--- src/rtl/muldiv_pkg.sv ---
// Shared definitions for the M-extension execution unit: funct3 op codes,
// FSM state encoding and op-class helpers.
package muldiv_pkg;

    localparam logic [2:0] F3_MUL    = 3'b000;
    localparam logic [2:0] F3_MULH   = 3'b001;
    localparam logic [2:0] F3_MULHSU = 3'b010;
    localparam logic [2:0] F3_MULHU  = 3'b011;
    localparam logic [2:0] F3_DIV    = 3'b100;
    localparam logic [2:0] F3_DIVU   = 3'b101;
    localparam logic [2:0] F3_REM    = 3'b110;
    localparam logic [2:0] F3_REMU   = 3'b111;

    typedef enum logic [2:0] {
        ST_IDLE,
        ST_MUL,
        ST_DIV_PREP,
        ST_DIV_ITER,
        ST_DIV_FIX,
        ST_DONE
    } state_t;

    function automatic logic is_div(input logic [2:0] f);
        return f[2];
    endfunction

    function automatic logic is_signed_div(input logic [2:0] f);
        return (f == F3_DIV) || (f == F3_REM);
    endfunction

endpackage

--- src/rtl/muldiv_div_core.sv ---
// Unsigned restoring shift-subtract divider, one quotient bit per cycle.
// The start edge already performs the first iteration.
module muldiv_div_core #(
    parameter int XLEN = 32
) (
    input  logic            clk,
    input  logic            rst_n,
    input  logic            clr,
    input  logic            start,
    input  logic [XLEN-1:0] dividend,
    input  logic [XLEN-1:0] divisor,
    output logic            done,
    output logic [XLEN-1:0] quotient,
    output logic [XLEN-1:0] remainder
);

    localparam int CW = $clog2(XLEN) + 1;

    logic [XLEN-1:0] rem_q, quo_q, dvs_q;
    logic [CW-1:0]   cnt_q;
    logic            run_q;

    logic [XLEN-1:0] src_rem, src_quo, src_dvs, nxt_rem, nxt_quo;
    logic [XLEN:0]   trial;

    always_comb begin
        src_rem = start ? '0       : rem_q;
        src_quo = start ? dividend : quo_q;
        src_dvs = start ? divisor  : dvs_q;
        trial   = {src_rem, src_quo[XLEN-1]} - {1'b0, src_dvs};
        // A borrow means the trial subtraction is discarded (restore)
        nxt_rem = trial[XLEN] ? {src_rem[XLEN-2:0], src_quo[XLEN-1]} : trial[XLEN-1:0];
        nxt_quo = {src_quo[XLEN-2:0], ~trial[XLEN]};
    end

    // Strobes on the cycle whose edge completes the final iteration
    assign done      = run_q && (cnt_q == CW'(XLEN - 1));
    assign quotient  = quo_q;
    assign remainder = rem_q;

    always_ff @(posedge clk or negedge rst_n) begin
        if (!rst_n) begin
            rem_q <= '0;
            quo_q <= '0;
            dvs_q <= '0;
            cnt_q <= '0;
            run_q <= 1'b0;
        end else if (clr) begin
            run_q <= 1'b0;
            cnt_q <= '0;
        end else if (start) begin
            rem_q <= nxt_rem;
            quo_q <= nxt_quo;
            dvs_q <= divisor;
            cnt_q <= CW'(1);
            run_q <= 1'b1;
        end else if (run_q) begin
            rem_q <= nxt_rem;
            quo_q <= nxt_quo;
            cnt_q <= cnt_q + 1'b1;
            if (done)
                run_q <= 1'b0;
        end
    end

endmodule

--- src/rtl/ex_muldiv_unit.sv ---
// RV32IM EX-stage M-extension unit: registered multiply, iterative divide,
// valid/ready handshake and synchronous flush.
module ex_muldiv_unit
    import muldiv_pkg::*;
#(
    parameter int XLEN = 32
) (
    input  logic            clk,
    input  logic            rst_n,
    input  logic            flush,
    input  logic            in_valid,
    output logic            in_ready,
    input  logic [2:0]      funct3,
    input  logic [XLEN-1:0] op_a,
    input  logic [XLEN-1:0] op_b,
    output logic            out_valid,
    input  logic            out_ready,
    output logic [XLEN-1:0] result,
    output logic            busy
);

    localparam logic [XLEN-1:0] MOST_NEG = {1'b1, {(XLEN-1){1'b0}}};

    state_t state_q, state_d;

    logic [2:0]      op_q;
    logic [XLEN-1:0] a_q, b_q, res_q;
    logic            negq_q, negr_q;

    logic accept, div_zero, div_ovf, special;
    logic [XLEN-1:0] special_res;

    assign accept   = (state_q == ST_IDLE) && in_valid && !flush;
    assign div_zero = (op_b == '0);
    assign div_ovf  = is_signed_div(funct3) && (op_a == MOST_NEG) && (op_b == '1);
    assign special  = is_div(funct3) && (div_zero || div_ovf);

    always_comb begin
        if (funct3[1])
            special_res = div_zero ? op_a : '0;
        else
            special_res = div_zero ? '1 : op_a;
    end

    logic              a_sgn, b_sgn;
    logic [2*XLEN-1:0] mul_a, mul_b, prod;
    logic [XLEN-1:0]   mul_res;

    assign a_sgn   = (op_q != F3_MULHU);
    assign b_sgn   = (op_q == F3_MULH);
    assign mul_a   = {{XLEN{a_sgn & a_q[XLEN-1]}}, a_q};
    assign mul_b   = {{XLEN{b_sgn & b_q[XLEN-1]}}, b_q};
    assign prod    = mul_a * mul_b;
    assign mul_res = (op_q == F3_MUL) ? prod[XLEN-1:0] : prod[2*XLEN-1:XLEN];

    logic            div_sgn, div_done;
    logic [XLEN-1:0] mag_a, mag_b, quo, rem, fix_res;

    assign div_sgn = is_signed_div(op_q);
    assign mag_a   = (div_sgn && a_q[XLEN-1]) ? -a_q : a_q;
    assign mag_b   = (div_sgn && b_q[XLEN-1]) ? -b_q : b_q;
    assign fix_res = op_q[1] ? (negr_q ? -rem : rem) : (negq_q ? -quo : quo);

    muldiv_div_core #(.XLEN(XLEN)) u_div (
        .clk       (clk),
        .rst_n     (rst_n),
        .clr       (flush),
        .start     (state_q == ST_DIV_PREP),
        .dividend  (mag_a),
        .divisor   (mag_b),
        .done      (div_done),
        .quotient  (quo),
        .remainder (rem)
    );

    always_ff @(posedge clk or negedge rst_n) begin
        if (!rst_n)
            state_q <= ST_IDLE;
        else
            state_q <= state_d;
    end

    always_comb begin
        state_d = state_q;
        unique case (state_q)
            ST_IDLE: begin
                if (accept) begin
                    if (!is_div(funct3)) state_d = ST_MUL;
                    else if (special)    state_d = ST_DONE;
                    else                 state_d = ST_DIV_PREP;
                end
            end
            ST_MUL:      state_d = ST_DONE;
            ST_DIV_PREP: state_d = ST_DIV_ITER;
            ST_DIV_ITER: if (div_done) state_d = ST_DIV_FIX;
            ST_DIV_FIX:  state_d = ST_DONE;
            ST_DONE:     if (out_ready) state_d = ST_IDLE;
            default:     state_d = ST_IDLE;
        endcase
        if (flush)
            state_d = ST_IDLE;
    end

    always_ff @(posedge clk or negedge rst_n) begin
        if (!rst_n) begin
            op_q   <= '0;
            a_q    <= '0;
            b_q    <= '0;
            res_q  <= '0;
            negq_q <= 1'b0;
            negr_q <= 1'b0;
        end else if (!flush) begin
            unique case (state_q)
                ST_IDLE: begin
                    if (accept) begin
                        op_q <= funct3;
                        a_q  <= op_a;
                        b_q  <= op_b;
                        if (special)
                            res_q <= special_res;
                    end
                end
                ST_MUL: res_q <= mul_res;
                ST_DIV_PREP: begin
                    negq_q <= div_sgn && (a_q[XLEN-1] ^ b_q[XLEN-1]);
                    negr_q <= div_sgn && a_q[XLEN-1];
                end
                ST_DIV_FIX: res_q <= fix_res;
                default: ;
            endcase
        end
    end

    assign in_ready  = (state_q == ST_IDLE);
    assign busy      = (state_q != ST_IDLE);
    assign out_valid = (state_q == ST_DONE);
    assign result    = res_q;

endmodule
--- config.mk ---
export PLATFORM = sky130hd
export DESIGN_NAME = ex_muldiv_unit
export DESIGN_NICKNAME = d
export VERILOG_FILES = /design/src/rtl/muldiv_pkg.sv /design/src/rtl/muldiv_div_core.sv /design/src/rtl/ex_muldiv_unit.sv
export SDC_FILE = /design/constraint.sdc
export NUM_CORES = 2
export LEC_CHECK = 0
export ABC_AREA = 1
export BUFFER_PORTS_ARGS = -buffer_cell sky130_fd_sc_hd__clkbuf_2
export CAP_MARGIN = 15
export CELL_PAD_IN_SITES_DETAIL_PLACEMENT = 0
export CELL_PAD_IN_SITES_GLOBAL_PLACEMENT = 1
export CORE_MARGIN = 2
export CORE_UTILIZATION = 45
export CTS_CLUSTER_SIZE = 8
export DETAILED_ROUTE_END_ITERATION = 10
export GPL_TIMING_DRIVEN = 0
export PLACE_DENSITY = 0.85
export SYNTH_ARGS = -nofsm -noshare
export SYNTH_HDL_FRONTEND = slang
export SYNTH_SLANG_ARGS = --single-unit
--- constraint.sdc ---
create_clock -name clk -period 8.8 [get_ports clk]
set_input_delay 0.88 -clock clk [delete_from_list [all_inputs] [get_ports clk]]
set_output_delay 0.88 -clock clk [all_outputs]
set_load 0.01 [all_outputs]
==> results by group <==
Logic synthesis
  • Ys async rst share: 1.000
  • Synthesis Warnings: 0
  • Synthesized cell area: 55770 um2
  • Most used DFF post-synth: dfrtp_1
  • Mapped Avg Cell Area: 7.374 um2
  • Post-synth cell types: 53
  • Post-synth EDFFs: 0
  • Seq/Total Area, Yosys: 0.09288
  • Syn_nets: 9011
  • #FFs+latches synth: 207
  • Syn Inst Count: 7563

CTS
  • CTS tree: yes
  • Root Buffer: clkbuf_16
  • Clk_lat worst skew: 0.59 ns
  • Max Buffers Root-to-Sink: 3
  • Clock-pin slew on the worst setup and hold paths: 0.06 ns
  • CTS Buf Count: 30
  • CTS sink cnt: 207
  • # hold bufs at CTS: 0
  • H-tree depth: 1

Critical path
  • Critical Path End Type: flop
  • Worst setup endpoint: result[18]$_DFFE_PN0P_
  • Critical path arrival: 9.14 ns
  • Setup Crit Path Kind: flop to flop
  • R2R cell count: 25
  • R2R Setup Slk: 0.09 ns
  • Worst-path fanout max: 10
  • R2r endpoint: result[18]$_DFFE_PN0P_
  • Worst Setup SP: b_q[11]$_DFFE_PN0P_
  • R2r startpoint: b_q[11]$_DFFE_PN0P_
  • Worst setup SP type: flop
  • Critical Path RT: 9.23 ns

Timing
  • Final hold vios: 0
  • Fin. max-slew vios: 0
  • Slew margin rel.: 0.1389
  • Min Hold Slack: 0.2334 ns
  • Clock Skew: 0.01683 ns
  • Final min period: 8.709 ns
  • Fin crit share: 0.9897
  • Least-Margin Pin Slew: 1.292 ns
  • Highest clock rate: 114.8 MHz
  • # setup viols final: 0

Detailed routing
  • DR vias/cell: 5.500
  • Final ANT Viol Nets: 0
  • WL/cell: 25.90 um
  • DRC: 0
  • Pre-antenna DRT Iters: 6
  • Routed wl met2: 109900 um
  • M1 WL: 92960 um
  • DR WL met3: 21270 um
  • Total Wirelength: 241800 um
  • Iteration-0 DRC Markers: 4779
  • DR top layer: met5
  • Vias: 51350

Finish
  • P&R area growth vs syn: 7.260%
  • Most common cell after layout, fill and taps aside: nand2_1
  • Leading cell types in the layout, fill and taps excluded: 1921 x nand2_1, 1888 x inv_1, 1112 x fa_1
  • Fillers: 12580
  • Register Area: 5200 um2
  • Fin nets: 9139
  • Area of the multi-input gates: 42200 um2
  • Share of layout cells above drive strength 1: 0.05030

Placement
  • GPL Wtd Cong: 1.061
  • IO Port Bufs: 105
  • Dpl hpwl: 208600 um

Floorplan
  • Rows: 129
  • Full die area: 126800 um2
  • Die W: 356.0 um
  • Std-Cell Core Area: 123300 um2
  • I/O pin cnt: 107
  • Chip Height: 356.0 um
  • Initial Util: 0.4523

Run status
  • Status: finished clean

Global routing
  • Overflow after GRT: 0
  • Initial antenna violation count: 7
  • GRT Util Overall: 0.3853
  • Vias in the first global route: 51970
  • Largest net degree at the start of global routing: 101
  • First-pass GRT wire length: 352600 um

Hold path
  • Hold Crit Class: input port to asynchronous set/reset pin

Run
  • Max-cap violation count: 0
==> how the worst min path moves through the flow <==
stage	end	slack (ns)	cells after the start
5_1_grt	b_q[5]$_DFFE_PN0P_	0.26	1
3_3_place_gp	u_div.dvs_q[25]$_DFFE_PN0N_	0.46	2
3_5_place_dp	u_div.dvs_q[25]$_DFFE_PN0N_	0.47	2
4_1_cts	b_q[5]$_DFFE_PN0P_	0.22	1
6_report	b_q[21]$_DFFE_PN0P_	0.23	1
2_1_floorplan	u_div.dvs_q[25]$_DFFE_PN0N_	0.44	2
==> final cells by class <==
cell class	instances	share of cell area
clock inverters	1	0.0001255
multi-input cells	5088	0.7055
inverters	1903	0.1197
diodes	4	0.0001673
well taps	1637	0.03424
flip-flops and latches	207	0.08693
clock buffers	34	0.01332
plain buffers	321	0.02397
repair buffers	140	0.01602
==> timing repair <==
| item | in CTS | in global routing |
|---|---|---|
| endpoints found under the setup margin | 32 | 32 |
| buffers inserted | 12 | 7 |
| pin swaps | 3 | 3 |
| resized for setup | 65 | 196 |
==> kinds of logic after synthesis <==
logic type | synth area share
flops | 0.09288
compound gates | 0.07603
xor+xnor | 0.01303
fa+ha+maj | 0.4603
simple gates | 0.2045
buf+inv | 0.1533
==> state kept, by name (all words and copies together) (netlist names) <==
name             count
a_q                 32
b_q                 32
result              32
u_div.dvs_q         32
u_div.quotient      32
u_div.remainder     32
u_div.cnt_q          6
op_q                 3
state_q              3
negq_q               1
negr_q               1
u_div.run_q          1
==> cell usage after synthesis (5+ instances only) <==
master	instances	area, um2
nand2_2	5	31.28
o21bai_1	27	202.7
nand3_1	288	1441
nor2_1	487	1828
buf_2	15	75.07
or2_2	8	50.05
inv_2	6	22.52
nor3_1	50	250.2
a21oi_1	246	1231
xnor2_1	23	201.4
nor4_1	11	68.82
dfrtp_1	207	5180
nand4_1	50	312.8
clkbuf_1	276	1036
inv_1	1895	7113
buf_1	70	262.8
nand2_1	1921	7211
o22ai_1	11	68.82
o221ai_1	9	78.83
ha_1	250	3128
xor2_1	60	525.5
o211ai_1	43	322.8
o21ai_1	7	35.03
fa_1	1126	22540
nand3b_1	8	60.06
o21ai_0	408	2042
a31oi_1	10	62.56
==> worst max-delay path, stage by stage (launching register included) <==
cell and delay, ns:
dfrtp_1 0.31, clkbuf_1 0.59, clkbuf_1 0.71, nand2_1 0.17
fa_1 0.52, inv_1 0.05, fa_1 0.54, fa_1 0.56
inv_1 0.06, fa_1 0.48, fa_1 0.65, fa_1 0.50
fa_1 0.48, fa_1 0.50, inv_1 0.05, ha_1 0.40
a21oi_1 0.50, o21ai_0 0.25, a21oi_1 0.26, nor2_1 0.06
nor2_1 0.13, nand3_1 0.11, nand2_1 0.07, nand2_1 0.04
o21ai_0 0.42, a21oi_1 0.12
==> per-layer routing <==
metal / vias to the layer above / global-route usage
li1: 22420 / -
met1: 25870 / 0.4923
met2: 2439 / 0.6157
met3: 610 / 0.06965
met4: 10 / 0.2220
met5: - / 0
==> per-stage QoR <==
step,setup TNS [ns],utilization,cells,setup WS (ns),area (um2)
after floorplan,0,-,7563,1.119,55770
after global placement,-45.82,0.4731,9305,-1.852,58340
after detailed placement,-34.55,0.4752,9320,-1.598,58600
after CTS,0,0.4834,9345,0.006848,59610
after global routing,-0.0004619,0.4850,9331,-0.0004619,59810
final,0,0.4851,9335,0.09107,59820
Power is not shown: default switching activity piles up to over one toggle a cycle in this logic, so the estimate is an artifact.
